<file path="src/rtl/l2_reqs_sched_pkg.sv">
// Shared definitions for the L2 request-buffer scheduler: buffer op codes,
// FSM state enum, requester ids and retry-counter sizing.
package l2_reqs_sched_pkg;

    // Op codes presented to the request buffer.
    localparam logic [2:0] L2_REQS_IDLE       = 3'd0;
    localparam logic [2:0] L2_REQS_PEEK_REQ   = 3'd1;
    localparam logic [2:0] L2_REQS_PEEK_FWD   = 3'd2;
    localparam logic [2:0] L2_REQS_PEEK_FLUSH = 3'd3;

    typedef enum logic [1:0] {
        IDLE   = 2'd0,
        PEEK   = 2'd1,
        DECIDE = 2'd2
    } sched_state_e;

    // Requester ids double as bit positions in the one-hot grant vector.
    typedef enum logic [1:0] {
        REQ_CPU   = 2'd0,
        REQ_FLUSH = 2'd1,
        REQ_FWD   = 2'd2
    } req_id_e;

    localparam int N_REQ_IDS = 3;

    // Starvation guard for the cpu requester.
    localparam int                 RETRY_W   = 4;
    localparam logic [RETRY_W-1:0] RETRY_MAX = '1;

    // Peek op code issued on behalf of a granted requester.
    function automatic logic [2:0] peek_op(input req_id_e id);
        case (id)
            REQ_FWD:   return L2_REQS_PEEK_FWD;
            REQ_FLUSH: return L2_REQS_PEEK_FLUSH;
            default:   return L2_REQS_PEEK_REQ;
        endcase
    endfunction

endpackage

</file>
<file path="src/rtl/l2_reqs_sched_arb.sv">
// Requester arbiter: fwd always wins; cpu vs flush is decided by the
// round-robin pointer (0 favours cpu) unless the cpu retry counter is
// saturated, in which case cpu wins.
module l2_reqs_sched_arb
    import l2_reqs_sched_pkg::*;
(
    input  logic                 fwd_valid_i,
    input  logic                 cpu_valid_i,
    input  logic                 flush_valid_i,
    input  logic                 rr_ptr_i,
    input  logic                 retry_sat_i,
    output logic [N_REQ_IDS-1:0] grant_o
);

    // One-hot grant selection.
    always_comb begin
        grant_o = '0;
        if (fwd_valid_i) begin
            grant_o[REQ_FWD] = 1'b1;
        end else if (cpu_valid_i && flush_valid_i) begin
            if (retry_sat_i || !rr_ptr_i) begin
                grant_o[REQ_CPU] = 1'b1;
            end else begin
                grant_o[REQ_FLUSH] = 1'b1;
            end
        end else if (cpu_valid_i) begin
            grant_o[REQ_CPU] = 1'b1;
        end else if (flush_valid_i) begin
            grant_o[REQ_FLUSH] = 1'b1;
        end
    end

endmodule

</file>
<file path="src/rtl/l2_reqs_sched.sv">
// L2 request-buffer scheduler. IDLE latches a grant, PEEK issues the peek
// op code for one cycle, DECIDE acknowledges (or stalls) the requester.
// Handshake: a requester holds *_valid until it sees its one-cycle *_ready
// pulse in DECIDE; the transfer happens on the rising edge ending that cycle.
// Dropping valid before then abandons the attempt with no ready and no fill.
// Build option: define L2_REQS_SCHED_RR_EN for round-robin cpu/flush
// arbitration; otherwise cpu has fixed priority over flush.
module l2_reqs_sched
    import l2_reqs_sched_pkg::*;
#(
    parameter int N_REQS    = 4,
    parameter int REQS_BITS = 2
) (
    input  logic                 clk,
    input  logic                 rst,
    input  logic                 cpu_req_valid,
    input  logic                 flush_req_valid,
    input  logic                 fwd_req_valid,
    output logic                 cpu_req_ready,
    output logic                 flush_req_ready,
    output logic                 fwd_req_ready,
    input  logic [N_REQS-1:0]    entry_free,
    input  logic                 set_conflict,
    output logic [2:0]           reqs_op_code,
    output logic                 fill_reqs,
    output logic                 fill_reqs_flush,
    output logic [REQS_BITS:0]   free_cnt,
    output logic                 reqs_full,
    output logic                 busy,
    output sched_state_e         dbg_state_o,
    output logic [RETRY_W-1:0]   dbg_retry_o
);

    sched_state_e           state_q;
    req_id_e                grant_q;
    req_id_e                grant_id;
    logic [2:0]             op_q;
    logic                   drop_q;
    logic [RETRY_W-1:0]     retry_q, retry_d;
    logic [REQS_BITS:0]     free_cnt_q, free_cnt_d;
    logic [N_REQ_IDS-1:0]   grant_oh;
    logic                   rr_ptr;
    logic                   any_valid, granted_valid, live;
    logic                   cpu_acc, cpu_stall, flush_acc, fwd_acc;

    assign any_valid = cpu_req_valid | flush_req_valid | fwd_req_valid;

    l2_reqs_sched_arb u_arb (
        .fwd_valid_i   (fwd_req_valid),
        .cpu_valid_i   (cpu_req_valid),
        .flush_valid_i (flush_req_valid),
        .rr_ptr_i      (rr_ptr),
        .retry_sat_i   (retry_q == RETRY_MAX),
        .grant_o       (grant_oh)
    );

    // Encode the one-hot grant into a requester id.
    always_comb begin
        grant_id = REQ_CPU;
        if (grant_oh[REQ_FWD]) begin
            grant_id = REQ_FWD;
        end else if (grant_oh[REQ_FLUSH]) begin
            grant_id = REQ_FLUSH;
        end
    end

    // Current valid of the requester that owns the sequence.
    always_comb begin
        case (grant_q)
            REQ_FWD:   granted_valid = fwd_req_valid;
            REQ_FLUSH: granted_valid = flush_req_valid;
            default:   granted_valid = cpu_req_valid;
        endcase
    end

    // DECIDE outcome; set_conflict is only valid here, one cycle after the peek.
    assign live      = (state_q == DECIDE) && granted_valid && !drop_q;
    assign fwd_acc   = live && (grant_q == REQ_FWD);
    assign cpu_acc   = live && (grant_q == REQ_CPU) && !reqs_full && !set_conflict;
    assign cpu_stall = live && (grant_q == REQ_CPU) && (reqs_full || set_conflict);
    assign flush_acc = live && (grant_q == REQ_FLUSH) && !reqs_full;

    // Scheduler FSM: grant latch, peek op code and drop tracking.
    always_ff @(posedge clk or posedge rst) begin
        if (rst) begin
            state_q <= IDLE;
            grant_q <= REQ_CPU;
            op_q    <= L2_REQS_IDLE;
            drop_q  <= 1'b0;
        end else begin
            case (state_q)
                IDLE: begin
                    if (any_valid) begin
                        state_q <= PEEK;
                        grant_q <= grant_id;
                        op_q    <= peek_op(grant_id);
                        drop_q  <= 1'b0;
                    end
                end
                PEEK: begin
                    state_q <= DECIDE;
                    op_q    <= L2_REQS_IDLE;
                    if (!granted_valid) begin
                        drop_q <= 1'b1;
                    end
                end
                DECIDE: begin
                    state_q <= IDLE;
                end
                default: begin
                    state_q <= IDLE;
                    op_q    <= L2_REQS_IDLE;
                end
            endcase
        end
    end

    // Next retry count: clear on cpu accept, saturating increment on cpu stall.
    always_comb begin
        retry_d = retry_q;
        if (cpu_acc) begin
            retry_d = '0;
        end else if (cpu_stall && (retry_q != RETRY_MAX)) begin
            retry_d = retry_q + 1'b1;
        end
    end

    // Population count of free entries.
    always_comb begin
        free_cnt_d = '0;
        for (int i = 0; i < N_REQS; i++) begin
            free_cnt_d = free_cnt_d + {{REQS_BITS{1'b0}}, entry_free[i]};
        end
    end

    // Status and retry registers.
    always_ff @(posedge clk or posedge rst) begin
        if (rst) begin
            retry_q    <= '0;
            free_cnt_q <= '0;
        end else begin
            retry_q    <= retry_d;
            free_cnt_q <= free_cnt_d;
        end
    end

`ifdef L2_REQS_SCHED_RR_EN
    logic rr_ptr_q;

    // Round-robin pointer: 0 favours cpu, flips on every cpu or flush accept.
    always_ff @(posedge clk or posedge rst) begin
        if (rst) begin
            rr_ptr_q <= 1'b0;
        end else if (cpu_acc || flush_acc) begin
            rr_ptr_q <= ~rr_ptr_q;
        end
    end

    assign rr_ptr = rr_ptr_q;
`else
    assign rr_ptr = 1'b0;
`endif

    assign cpu_req_ready   = cpu_acc;
    assign fill_reqs       = cpu_acc;
    assign flush_req_ready = flush_acc;
    assign fill_reqs_flush = flush_acc;
    assign fwd_req_ready   = fwd_acc;
    assign reqs_op_code    = op_q;
    assign free_cnt        = free_cnt_q;
    assign reqs_full       = (free_cnt_q == '0);
    assign busy            = (state_q != IDLE);
    assign dbg_state_o     = state_q;
    assign dbg_retry_o     = retry_q;

endmodule

</file>
<file path="config.mk">
export PLATFORM = sky130hd
export DESIGN_NAME = l2_reqs_sched
export DESIGN_NICKNAME = d
export VERILOG_FILES = /design/src/rtl/l2_reqs_sched_pkg.sv /design/src/rtl/l2_reqs_sched_arb.sv /design/src/rtl/l2_reqs_sched.sv
export SDC_FILE = /design/constraint.sdc
export NUM_CORES = 1
export LEC_CHECK = 0
export ABC_AREA = 1
export ABC_CLOCK_PERIOD_IN_PS = 1700
export BUFFER_PORTS_ARGS = -buffer_cell sky130_fd_sc_hd__buf_2
export CAP_MARGIN = 20
export CORE_UTILIZATION = 40
export DETAILED_ROUTE_END_ITERATION = 6
export PLACE_DENSITY = 0.75
export SYNTH_ARGS = -nofsm -noshare
export SYNTH_HDL_FRONTEND = slang
export SYNTH_SLANG_ARGS = --single-unit
</file>
<file path="constraint.sdc">
create_clock -name clk -period 1.7 [get_ports clk]
set_input_delay 0 -clock clk [delete_from_list [all_inputs] [get_ports clk]]
set_output_delay 0 -clock clk [all_outputs]
set_load 0.03 [all_outputs]
</file>
==> flow_summary.ini <==
[status]
status = complete, no violations

[power]
power_w = 0.00162
p_comb_frac = 0.559
pwr-share-clk = 0.111
vdd_drop_max_v = 0.000796
internal_power_w = 0.000845
pwr-share-seq = 0.329
switching_share = 0.479
p_leak_nw = 0.644
power_density_mw_per_mm2 = 1450
p_switching_w = 0.000777

[die]
row_count = 16
die_w_um = 47.8
ios = 29
placeableCoreArea_mm2 = 0.00196
start_util = 0.428
die_y_um = 47.8
die_area_mm2 = 0.00229

[sta]
worst_pin_slew_ns = 0.528
timing.setup.tns_ns = 0
layout_min_cycle_time_ns = 1.58
period_share = 0.930
finalHoldViolCount = 0
fin_ws_ns = 0.119
fin_worst_skew_ns = 0.00730
setup_violations = 0
slew_viol_final = 0
fmax_mhz = 632
relSlewSlack = 0.648

[synthesis]
yosysSeqAreaShare = 0.417
syn_area_um2 = 840
ys_types = 24
synthCells = 102
synth_nets = 119
avgSynthCellArea_um2 = 8.23
ys.warnings.count = 0
synth-seq-cells = 14

[finish]
diodes = 0
final_area_mm2 = 0.00112
area_delta_synth_final_pct = 33.1
fin_util = 0.570
final_layout_size_suffix_gt1_frac = 0.373
nets = 153

[cts]
clk_latency_ns = 0.27
clk_pin_slew_ns = 0.08
cts_buffers = 3
cts_buffer_depth = 2
h-tree-depth = 1
cts_sinks = 14
cts_tree = built
cts_root_buf = clkbuf_4

[critical_path]
path_class = reg2out
worstSetupStartpointType = flip-flop
path_max_fanout = 4
cp.arrival_ns = 1.58
worstPathRequired_ns = 1.70
crit_path_end_kind = output port

[place]
gp_congestion = 0.837
io_buffers = 27
postPlaceCellArea_um2 = 991
place_ws_ns = 0.221
hpwlAfterDp_um = 1240

[global_route]
grt_pass1_vias = 636
grt_antenna_before_repair = 0
grt_start_max_net_pins = 15
grtUsageTotal = 0.166
grt_pass1_wl_um = 2570
grt.overflow.total = 0

[drt]
first_pass_iters = 4
ant_nets = 0
via_count = 757
wl_um = 1720
vias_per_cell = 4.70
drcViolationCount = 0
wire_per_inst_um = 10.7
drtIter0Drc = 15

[worst_hold_path]
hold_class = in2reg

[job]
maxCapViolCount = 0
## cell usage in the layout (no fill, tap or decap)
cell / count
clkbuf_4: 5
dfrtp_1: 14
nand3b_1: 1
fa_1: 1
nand4_1: 4
ha_1: 4
buf_4: 3
nand3_2: 2
dlygate4sd3_1: 2
buf_6: 2
nand2_2: 3
a22o_1: 1
o21ai_0: 1
inv_1: 19
o21a_1: 1
or2_4: 1
nand2_4: 1
nand3_1: 2
nand3_4: 1
ha_4: 2
nor2_1: 6
nor2_2: 2
o22ai_1: 1
a21oi_1: 2
inv_2: 3
nand2_1: 24
nor2_4: 1
buf_2: 23
conb_1: 1
nor3_4: 1
## metal layers
layer	vias up	global-route usage	part of all wire
met5	-	0	0
met4	0	0.100	0.033
met3	6	0.0340	0.042
met2	25	0.265	0.52
met1	352	0.207	0.41
li1	374	-	-
## synthesized netlist by cell type
cell,instances,area share
o21ai_0,1,0.0060
o21a_1,1,0.0089
a21oi_1,2,0.012
dfrtp_1,14,0.42
nor3_1,1,0.0060
nor2_2,1,0.0075
o22ai_1,1,0.0075
nand4_1,4,0.030
nand2_2,3,0.022
or2_1,1,0.0075
nand2_1,24,0.11
nor2_4,1,0.013
nand3b_1,1,0.0089
conb_1,1,0.0045
nand3_1,2,0.012
inv_2,1,0.0045
ha_1,6,0.089
nand2_4,1,0.013
nand3_2,3,0.036
nor2_1,7,0.031
a22o_1,1,0.010
buf_4,3,0.027
fa_1,1,0.024
inv_1,21,0.094
## worst max-delay path, cell delays in order, from the launching register on
cell and delay, ns:
dfrtp_1 0.38, inv_2 0.07, ha_4 0.27, or2_4 0.12, nand3_4 0.10, nor3_4 0.21
buf_6 0.16
## power by group through the flow
stage               Clock, W  Combinational [W]  Sequential, W
floorplan                  0           0.000431       0.000682
global placement           0           0.000756       0.000533
CTS                 0.000183           0.000775       0.000531
finish              0.000180           0.000907       0.000534
global route        0.000211            0.00101       0.000550
detailed placement         0           0.000768       0.000538
## registers in the layout, indices dropped and copies added (netlist names)
register / count
free_cnt: 3
reqs_op_code: 2
dbg_retry_o: 4
drop_q: 1
grant_q: 2
dbg_state_o: 2
## kinds of logic (layout without fill, tap and decap cells)
group | count (synthesis) | after routing | share of synthesized area
other | 1 | 1 | 0.00447
AO/OA/AOI/OAI | 6 | 6 | 0.0447
flip-flops | 14 | 14 | 0.417
AND/OR/NAND/NOR | 49 | 49 | 0.295
adder cells (fa/ha/maj) | 7 | 7 | 0.113
buffers and inverters | 25 | 57 | 0.125
## repair_timing
| item | in CTS | in global routing |
|---|---|---|
| setup buffers | 0 | 3 |
| hold endpoints to repair | 15 | 0 |
| hold buffers | 2 | 0 |
| setup endpoints to repair | 0 | 5 |
| resized for setup | 0 | 17 |
## layout make-up
cell class | count | area [um2]
fillers | 200 | 845
multi-input cells | 63 | 433
clock buffers | 3 | 22.5
inverters | 22 | 82.6
repair buffers | 32 | 195
flip-flops and latches | 14 | 350
well taps | 27 | 33.8
## through the flow
stage,hold WS (ns),std cells
final,0.0484,161
after detailed placement,0.0633,153
after global routing,0.0716,161
after global placement,0.0570,153
after CTS,0.0184,158
after floorplan,-0.111,102
## path summary, 6_finish.rpt
| check | slack, ns | end | depth (start not counted) | start |
|---|---|---|---|---|
| min in group asynchronous | 0.33 | grant_q[0]$_DFFE_PP0P_ | 3 | rst |
| worst min-delay path | 0.05 | reqs_op_code[0]$_DFFE_PP0P_ | 4 | fwd_req_valid |
| worst max register to register | 0.15 | dbg_retry_o[3]$_DFFE_PP0P_ | 9 | grant_q[1]$_DFFE_PP0P_ |
| worst min register to register | 0.48 | reqs_op_code[0]$_DFFE_PP0P_ | 2 | reqs_op_code[0]$_DFFE_PP0P_ |
| max in group asynchronous | 1.01 | dbg_retry_o[3]$_DFFE_PP0P_ | 3 | rst |
| worst max-delay path | 0.12 | cpu_req_ready | 6 | grant_q[1]$_DFFE_PP0P_ |
(Power assumes the default switching activity.)
